===== src/rtl/escritor_de_registradores.sv =====
// Write-side sequencer for the 32x32 register bank: buffers register-write
// results in a small FIFO, replays them as one-cycle bank write strobes,
// tracks pending destinations and sequences a bank-clear request.
// Optional feature macro: ESCRITOR_FORWARD_EN (rs lookup against queued writes).
module escritor_de_registradores #(
    parameter int unsigned PROFUNDIDADE = 4,
    parameter int unsigned LARGURA      = 32
) (
    input  logic               er_in_clk,
    input  logic               er_in_rst_n,
    input  logic               er_in_valid,
    output logic               er_out_ready,
    input  logic [4:0]         er_in_rd,
    input  logic [LARGURA-1:0] er_in_data,
    input  logic [7:0]         er_in_tipo,
    input  logic               er_in_limpar,
`ifdef ESCRITOR_FORWARD_EN
    input  logic [4:0]         er_in_rs,
    output logic               er_out_fwd_hit,
    output logic [LARGURA-1:0] er_out_fwd_data,
`endif
    output logic [2:0]         er_out_FSM,
    output logic [7:0]         er_out_FSM2,
    output logic [4:0]         er_out_rd,
    output logic [LARGURA-1:0] er_out_data,
    output logic [31:0]        er_out_pendente,
    output logic               er_out_vazio
);

    localparam int unsigned PTR_W = (PROFUNDIDADE > 1) ? $clog2(PROFUNDIDADE) : 1;
    localparam int unsigned CNT_W = $clog2(PROFUNDIDADE + 1);

    typedef struct packed {
        logic [7:0]         tipo;
        logic [4:0]         rd;
        logic [LARGURA-1:0] data;
    } entrada_t;

    typedef enum logic [1:0] {
        OCIOSO  = 2'd0,
        ESCREVE = 2'd1,
        LIMPA   = 2'd2
    } estado_t;

    entrada_t         mem [PROFUNDIDADE];
    entrada_t         pres;
    logic [PTR_W-1:0] wr_ptr;
    logic [PTR_W-1:0] rd_ptr;
    logic [CNT_W-1:0] count;
    estado_t          state;
    estado_t          nxt_state;
    logic             limpar_pend;
    logic             push;
    logic             pop;
    logic             cheio;
    logic             fifo_vazia;
    logic             tipo_ok;

    // Occupancy flags and accept filter
    always_comb begin
        cheio        = (count == CNT_W'(PROFUNDIDADE));
        fifo_vazia   = (count == '0);
        er_out_ready = !cheio && (state != LIMPA);
        tipo_ok      = (er_in_tipo == 8'h01) || (er_in_tipo == 8'h02) ||
                       (er_in_tipo == 8'h03) || (er_in_tipo == 8'h06);
        push         = er_in_valid && er_out_ready && (er_in_rd != 5'd0) && tipo_ok;
    end

    // Next-state and pop decision
    always_comb begin
        nxt_state = state;
        pop       = 1'b0;
        case (state)
            OCIOSO: begin
                if (limpar_pend && fifo_vazia) begin
                    nxt_state = LIMPA;
                end else if (!fifo_vazia) begin
                    pop       = 1'b1;
                    nxt_state = ESCREVE;
                end
            end
            ESCREVE: begin
                if (!fifo_vazia && !limpar_pend) begin
                    pop = 1'b1;
                end else begin
                    nxt_state = OCIOSO;
                end
            end
            LIMPA:   nxt_state = OCIOSO;
            default: nxt_state = OCIOSO;
        endcase
    end

    // State, pointers, occupancy, clear flag and presented entry
    always_ff @(posedge er_in_clk or negedge er_in_rst_n) begin
        if (!er_in_rst_n) begin
            state       <= OCIOSO;
            wr_ptr      <= '0;
            rd_ptr      <= '0;
            count       <= '0;
            limpar_pend <= 1'b0;
            pres        <= '0;
        end else begin
            state <= nxt_state;
            if (push) begin
                wr_ptr <= wr_ptr + PTR_W'(1);
            end
            if (pop) begin
                rd_ptr <= rd_ptr + PTR_W'(1);
            end
            count       <= count + CNT_W'(push) - CNT_W'(pop);
            limpar_pend <= (state == LIMPA) ? 1'b0 : (limpar_pend || er_in_limpar);
            pres        <= pop ? mem[rd_ptr] : '0;
        end
    end

    // FIFO storage; contents are meaningless outside the occupied window
    always_ff @(posedge er_in_clk) begin
        if (push) begin
            mem[wr_ptr] <= '{tipo: er_in_tipo, rd: er_in_rd, data: er_in_data};
        end
    end

    // Bank-facing outputs decoded from the registered state and entry
    always_comb begin
        er_out_FSM   = 3'b111;
        er_out_FSM2  = pres.tipo;
        er_out_rd    = pres.rd;
        er_out_data  = pres.data;
        er_out_vazio = fifo_vazia && (state != ESCREVE);
        case (state)
            ESCREVE: er_out_FSM = 3'b110;
            LIMPA:   er_out_FSM = 3'b000;
            default: er_out_FSM = 3'b111;
        endcase
    end

    // Pending-destination scoreboard over queued and presented entries
    always_comb begin
        logic [PTR_W-1:0] idx_p;
        er_out_pendente = '0;
        idx_p           = '0;
        if (state == ESCREVE) begin
            er_out_pendente[pres.rd] = 1'b1;
        end
        for (int unsigned i = 0; i < PROFUNDIDADE; i++) begin
            idx_p = rd_ptr + PTR_W'(i);
            if (CNT_W'(i) < count) begin
                er_out_pendente[mem[idx_p].rd] = 1'b1;
            end
        end
    end

`ifdef ESCRITOR_FORWARD_EN
    // Newest-value lookup: presented entry first, then queue oldest to newest
    always_comb begin
        logic [PTR_W-1:0] idx_f;
        er_out_fwd_hit  = 1'b0;
        er_out_fwd_data = '0;
        idx_f           = '0;
        if (er_in_rs != 5'd0) begin
            if ((state == ESCREVE) && (pres.rd == er_in_rs)) begin
                er_out_fwd_hit  = 1'b1;
                er_out_fwd_data = pres.data;
            end
            for (int unsigned i = 0; i < PROFUNDIDADE; i++) begin
                idx_f = rd_ptr + PTR_W'(i);
                if ((CNT_W'(i) < count) && (mem[idx_f].rd == er_in_rs)) begin
                    er_out_fwd_hit  = 1'b1;
                    er_out_fwd_data = mem[idx_f].data;
                end
            end
        end
    end
`endif

endmodule

===== config.mk =====
export PLATFORM = sky130hd
export DESIGN_NAME = escritor_de_registradores
export DESIGN_NICKNAME = d
export VERILOG_FILES = /design/src/rtl/escritor_de_registradores.sv
export SDC_FILE = /design/constraint.sdc
export NUM_CORES = 1
export LEC_CHECK = 0
export ABC_AREA = 1
export ABC_CLOCK_PERIOD_IN_PS = 3950
export CORE_MARGIN = 2
export CORE_UTILIZATION = 45
export CTS_CLUSTER_SIZE = 14
export DETAILED_ROUTE_END_ITERATION = 16
export GPL_TIMING_DRIVEN = 0
export PLACE_DENSITY_LB_ADDON = 0.1
export SYNTH_ARGS = -nofsm -noshare
export SYNTH_HDL_FRONTEND = slang
export SYNTH_SLANG_ARGS = --single-unit

===== constraint.sdc =====
create_clock -name er_in_clk -period 3.95 [get_ports er_in_clk]
set_input_delay 0.5925 -clock er_in_clk [delete_from_list [all_inputs] [get_ports er_in_clk]]
set_output_delay 0.5925 -clock er_in_clk [all_outputs]
set_load 0.005 [all_outputs]

==> flow_summary_export.csv <==
group,metric,value,unit
outcome,status,"completed",
global_routing,antenna_found_initial,0,
power_and_ir_drop,p_leak,5.17,nW
place,placedCellCount,1562,
final_layout,final_cells,1608,
synth,syn_area,10900,sq um
synth,syn_inst,1108,
global_routing,grt_pass1_vias,8247,
final_layout,final_common_cell,"nand2_1",
synth,synth_seq_area_share,62.5,%
setup_path,start_kind,"flip-flop",
detailed_routing,drtIter0Drc,702,
power_and_ir_drop,p_clk_share,22.3,%
cts,clock-sinks,235,
detailed_routing,drt-total-wl,29.2,mm
timing,hold_viol,0,
timing,setup_viol,0,
setup_path,crit_fanout,8,
detailed_routing,drcViolationCount,0,
synth,async_reset_ff_share,23.4,%
power_and_ir_drop,ir_drop,0.000392,V
die,dieArea,25400,sq um
timing,period_share,91.5,%
timing,max_slew_margin,28.9,%
global_routing,grt_overflow,0,
global_routing,grtUsageTotal,23.1,%
synth,syn-num-nets,1170,
place,port_buffers,130,
setup_path,end_kind,"primary output",
setup_path,crit_type,"reg2out",
final_layout,final_cell_mix,"387 x nand2_1, 180 x edfxtp_1, 173 x nor2_1, 129 x clkdlybuf4s50_1, 71 x nand3_1",
cts,clkLatencyLatePin,530,ps
die,core,23500,sq um
detailed_routing,firstDrtPassIters,5,
detailed_routing,viasPerCell,5.23,
die,num_rows,56,
die,initial_utilization,46.1,%
setup_path,critPathArrivalTime,3020,ps
synth,yosys_register_bits,235,
power_and_ir_drop,p_switching,0.00405,W
timing,fin_setup_tns,0,ps
final_layout,final_nets,1332,
synth,synth-edff-count,180,
synth,yosys.area.top_type,"edfxtp_1",
synth,synth_cell_types,31,
synth,syn_area_per_cell,9.80,sq um
cts,cts_hold_buf,0,
power_and_ir_drop,switching_share,41.2,%
power_and_ir_drop,pwr-share-comb,46.9,%
synth,yosys_warnings,0,
detailed_routing,antenna_left,0,
synth,synthFlopType,"edfxtp_1",
cts,post_cts_buffers,0,
cts,ctsResizeCount,0,
final_layout,area.growth.synth_to_final,24.2,%
cts,cts_tree,"done",
power_and_ir_drop,sequentialPowerShare,30.8,%
cts,cts-buffers-inserted,25,
timing,slew_viol_final,0,
power_and_ir_drop,p_per_area,730,nW/um^2
final_layout,layout-drive-gt1-share,9.78,%
setup_path,worstPathRequired,3360,ps
place,place_hpwl,20.5,mm
power_and_ir_drop,internal-power,0.00579,W
timing,skew,18.6,ps
timing,fmax,0.277,GHz
place,finalWeightedCongestion,0.936,
hold_path,hold_path.class,"in2async",
run,max_cap_viol_count,0,
timing,worst_pin_slew,1060,ps
detailed_routing,route.vias.total,8410,
synth,synth_top_area_share,49.8,%
timing,fin_crit,3610,ps
cts,ctsRootBufferMaster,"clkbuf_16",
synth,ys_top_cells_by_area,"edfxtp_1 50%, nand2_1 13%, dfrtp_1 13%, nor2_1 6.1%, nand3_1 3.3%",
final_layout,fillers,2095,
cts,cts_max_path_buffers,3,
cts,clkSlewWorstSetupHoldPaths,60,ps
die,die_width,159,um
global_routing,grt_max_degree,56,
final_layout,antenna_cells_inserted,0,
die,die_height,159,um
global_routing,grt_pass1_wl,45.3,mm
cts,h-tree-depth,1,
detailed_routing,wl_per_cell,18.2,um
die,io_pins,131,
timing,rsz0062_at_grt,"no",
final timing paths:
path | from | endpoint | slack, ps | depth (start not counted)
max | count[2] | er_out_pendente[24] | 340 | 8
min | er_in_rst_n | er_out_data[20] | 160 | 1
max reg2reg | state[0] | mem[2][4] | 900 | 7
min reg2reg | count[0] | count[0] | 530 | 1
max in group asynchronous | er_in_rst_n | er_out_rd[2] | 3230 | 1
min in group er_in_clk | count[0] | count[0] | 530 | 1
power by group through the flow:
stage,Clock (W),Combinational [W],Sequential (W)
after CTS,0.00223,0.00462,0.00303
final,0.00220,0.00461,0.00303
after detailed placement,0,0.00460,0.00308
after floorplan,0,0.00268,0.00307
after global placement,0,0.00453,0.00308
after global routing,0.00233,0.00509,0.00305
critical path, cell delays in order, from the launching register on:
cell and delay [ps]:
dfrtp_1 490, inv_2 100, ha_1 240, a21oi_1 510, nand3_2 320, nor2_1 170, nor2_1 90, nand2_1 70
clkdlybuf4s50_1 510
stage by stage:
stage,area [sq um],worst slack (ps),utilization (%),power [W],hold WS [ps]
CTS,13500,320,57.3,0.00988,187
finish,13500,337,57.3,0.00984,156
floorplan,10900,414,-,0.00575,297
detailed placement,12700,103,53.9,0.00768,525
global route,13500,162,57.3,0.0105,217
global placement,12600,-2380,53.3,0.00761,492
cells by family (layout without fill, tap and decap cells):
kind of cell / after synthesis / after routing / share of synthesized area (%)
xor+xnor: 3 / 3 / 0.242
simple gates: 697 / 697 / 27.3
buf+inv: 92 / 273 / 3.86
flops: 235 / 235 / 62.5
compound gates: 68 / 68 / 4.59
fa+ha+maj: 13 / 13 / 1.57
synth_stat cells (2+ instances only):
master / count
o21ai_0: 11
buf_4: 2
nand3_4: 2
nand3_1: 71
nor3_1: 13
buf_6: 7
inv_1: 43
inv_2: 11
o21ai_1: 12
nand2_4: 2
nor2_1: 177
nand3_2: 17
xor2_1: 3
dfrtp_1: 55
buf_2: 11
a41oi_1: 40
edfxtp_1: 180
nand2_1: 387
nor2_4: 4
buf_1: 2
nor2_2: 7
clkbuf_1: 16
nand2_2: 15
a21oi_1: 2
ha_1: 12
state kept, by name (all words and copies together), names as in the netlist:
register     cells
mem            180
er_out_data     32
er_out_FSM2      8
er_out_rd        5
count            3
rd_ptr           2
state            2
wr_ptr           2
limpar_pend      1
layout make-up:
type / count / area (sq um) / share of cell area [%]
Clock buffer: 31 / 658 / 4.88
Inverter: 54 / 203 / 1.50
Tap cell: 319 / 399 / 2.96
Buffer: 38 / 216 / 1.61
Timing Repair Buffer: 135 / 1410 / 10.5
Multi-Input combinational cell: 781 / 3680 / 27.3
Clock inverter: 15 / 123 / 0.910
Sequential cell: 235 / 6780 / 50.3
per-layer routing:
metal	routed length, um	part of all wire [%]	track usage (%)
met1	12000	41	30.0
met2	14200	49	39.1
met3	1970	6.7	3.93
met4	987	3.4	8.51
met5	0	0	0
No activity file was read; power rests on OpenSTA's default activity.
==> RTL change, RTL diff (same settings) <==
Add a define of `ESCRITOR_FORWARD_EN`.
--- a/src/rtl/escritor_de_registradores.sv
+++ b/src/rtl/escritor_de_registradores.sv
@@ -2,6 +2,8 @@
 // results in a small FIFO, replays them as one-cycle bank write strobes,
 // tracks pending destinations and sequences a bank-clear request.
 // Optional feature macro: ESCRITOR_FORWARD_EN (rs lookup against queued writes).
+`define ESCRITOR_FORWARD_EN
+
 module escritor_de_registradores #(
     parameter int unsigned PROFUNDIDADE = 4,
     parameter int unsigned LARGURA      = 32
Ports: changed (added er_in_rs, er_out_fwd_data and er_out_fwd_hit); port bits go from 131 to 169. No check against the original RTL was run, so the function may have changed too.
==> RTL change against the unedited design <==
  * Total power rose by 64%
  * Setup slack got worse by 0.39 ns
  * Largest power group unchanged
  * Global-route usage rose by 9.5 points
  * Synthesized area rose by 38%
  * Core utilization rose by 1.4 points
  * Critical path type is now in2out
  * Sequential cell count did not move
  * Routed wire length rose by 98%
  * Final area rose by 42%
  * The run now ends with negative setup slack left
==> RTL change: results <==
export IMPL_synthTopCellsByCount="565 x nand2_1, 265 x o21ai_0, 236 x inv_1, 189 x nor2_1, 180 x edfxtp_1"
export IMPL_leakage_uw=0.00837
export IMPL_finClkSkew_ns=0.0393
export IMPL_drt_initial_drc_count=2069
export IMPL_status="finished with violations"
export IMPL_grtUsageTotal_pct=32.6
export IMPL_grt_pass1_wl_mm=87.7
export IMPL_timing_hold_ws_ns=0.139
export IMPL_yosysUniqueCellTypes=45
export IMPL_grt_max_degree=56
export IMPL_yosysSeqAreaShare_pct=45.3
export IMPL_hold_path_class="in2async"
export IMPL_top_register="mem"
export IMPL_synth_edf_count=180
export IMPL_first_pass_iters=6
export IMPL_cts_hold_buf=0
export IMPL_drive_gt1_share_pct=11.6
export IMPL_synth_area_leaders="edfxtp_1 36%, nand2_1 14%, dfrtp_1 9.2%, o21ai_0 8.9%, inv_1 5.9%"
export IMPL_clk_latency_ns=0.57
export IMPL_r2r_cells=13
export IMPL_post_dp_hpwl_mm=40.6
export IMPL_numCtsBuffers=27
export IMPL_viasPerCell=5.76
export IMPL_final_nets=2325
export IMPL_num_vias=15700
export IMPL_crit_arrival_ns=3.41
export IMPL_yosysWarnings=0
export IMPL_pre_cts_ws_ns=-0.165
export IMPL_io_buffers=166
export IMPL_violations="negative setup slack"
export IMPL_worst_slack_ns=-0.0498
export IMPL_grt_pass1_vias=14700
export IMPL_setup_viol=1
export IMPL_rr_startpoint="state[1]"
export IMPL_slew_headroom_pct=36.5
export IMPL_largest_reg_flops=180
export IMPL_finalWirelength_mm=57.9
export IMPL_ir_drop_mv=0.430
export IMPL_synth_xor_area_share_pct=0.409
export IMPL_gp_congestion=0.957
export IMPL_synth_adder_area_share_pct=1.14
export IMPL_r2r_setup_slack_ns=0.70
export IMPL_synth_compound_area_share_pct=15.4
export IMPL_antenna_found_initial=0
export IMPL_cp_max_fo=10
export IMPL_fillers=3002
export IMPL_fin_setup_tns_ns=-0.0498
export IMPL_syn_inst=2017
export IMPL_n_antenna_cell=0
export IMPL_root_buffer="clkbuf_16"
export IMPL_switching_share_pct=50.4
export IMPL_timing_rr_end="count[2]"
export IMPL_syn_nets=2084
export IMPL_synth_top_cell_by_area="edfxtp_1"
export IMPL_dp_cells=2630
export IMPL_synthMuxAreaShare_pct=0.0751
export IMPL_ys_async_sr_fraction_pct=23.4
export IMPL_path_clk_slew_ns=0.06
export IMPL_cts_buffer_depth=3
export IMPL_cts_max_level=1
## RTL change: metrics by stage
step | power, uW | area [sq um]
5_1_grt | 17000 | 19200
3_3_place_gp | 12400 | 17200
2_1_floorplan | 8380 | 15000
6_report | 16100 | 19200
4_1_cts | 15500 | 18800
3_5_place_dp | 12500 | 17300
## RTL change: worst max-delay path by stage
stage | start | endpoint | slack, ns | cells past startpoint
2_1_floorplan | er_in_tipo[5] | mem[0][0] | 0.41 | 3
6_report | er_in_rs[3] | er_out_fwd_data[28] | -0.05 | 12
3_3_place_gp | er_in_tipo[4] | mem[1][9] | -2.56 | 4
3_5_place_dp | er_in_rs[3] | er_out_fwd_data[28] | -0.17 | 12
4_1_cts | rd_ptr[0] | er_out_fwd_data[28] | -0.02 | 16
5_1_grt | rd_ptr[0] | er_out_fwd_data[28] | -0.14 | 16
## RTL change: worst max-delay path: stages
cell and delay, ns:
clkdlybuf4s50_1 0.57, inv_1 0.27, nand2_1 0.09, a21oi_1 0.19
nand3_2 0.23, clkbuf_2 0.29, nor2_1 0.15, nand2_1 0.07
nand3_1 0.08, nand3_1 0.08, a21oi_2 0.24, clkdlybuf4s50_1 0.54
## RTL change: cell type report
type                            count  share of cell area [%]
Buffer                            120                    3.99
Clock buffer                       33                    3.75
Clock inverter                     17                   0.901
Inverter                          240                    4.72
Multi-Input combinational cell   1421                    36.8
Sequential cell                   235                    35.4
Tap cell                          442                    2.89
Timing Repair Buffer              213                    11.6
## RTL change: power by group through the flow
| stage | clock, uW | combinational [uW] | sequential, uW |
|---|---|---|---|
| floorplan | 0 | 5290 | 3090 |
| global placement | 0 | 9270 | 3140 |
| detailed placement | 0 | 9330 | 3140 |
| CTS | 2560 | 9870 | 3090 |
| global route | 2660 | 11200 | 3130 |
| finish | 2530 | 10500 | 3110 |
## RTL change: cells by family (layout without fill, tap and decap cells)
family / after synthesis / count (layout)
AND/OR/NAND/NOR: 984 / 985
AO/OA/AOI/OAI: 415 / 415
buffers and inverters: 362 / 623
flip-flops: 235 / 235
adder cells (fa/ha/maj): 13 / 13
XOR/XNOR: 7 / 7
multiplexers: 1 / 1
## RTL change: layer usage
metal | part of all wire, % | vias up | global-route usage, %
met4 | 4.2 | 0 | 14.3
met5 | 0 | - | 0
met3 | 9.6 | 157 | 4.95
met2 | 44 | 923 | 49.9
met1 | 42 | 7384 | 46.0
li1 | - | 7217 | -
## RTL change: what timing repair did
item / 4_1_cts / 5_1_grt
hold endpoints to repair: 0 / 0
setup buffers: 21 / 16
cloned: 4 / 2
endpoints found under the setup margin: 55 / 35
pin swaps: 7 / 9
resized for setup: 125 / 69
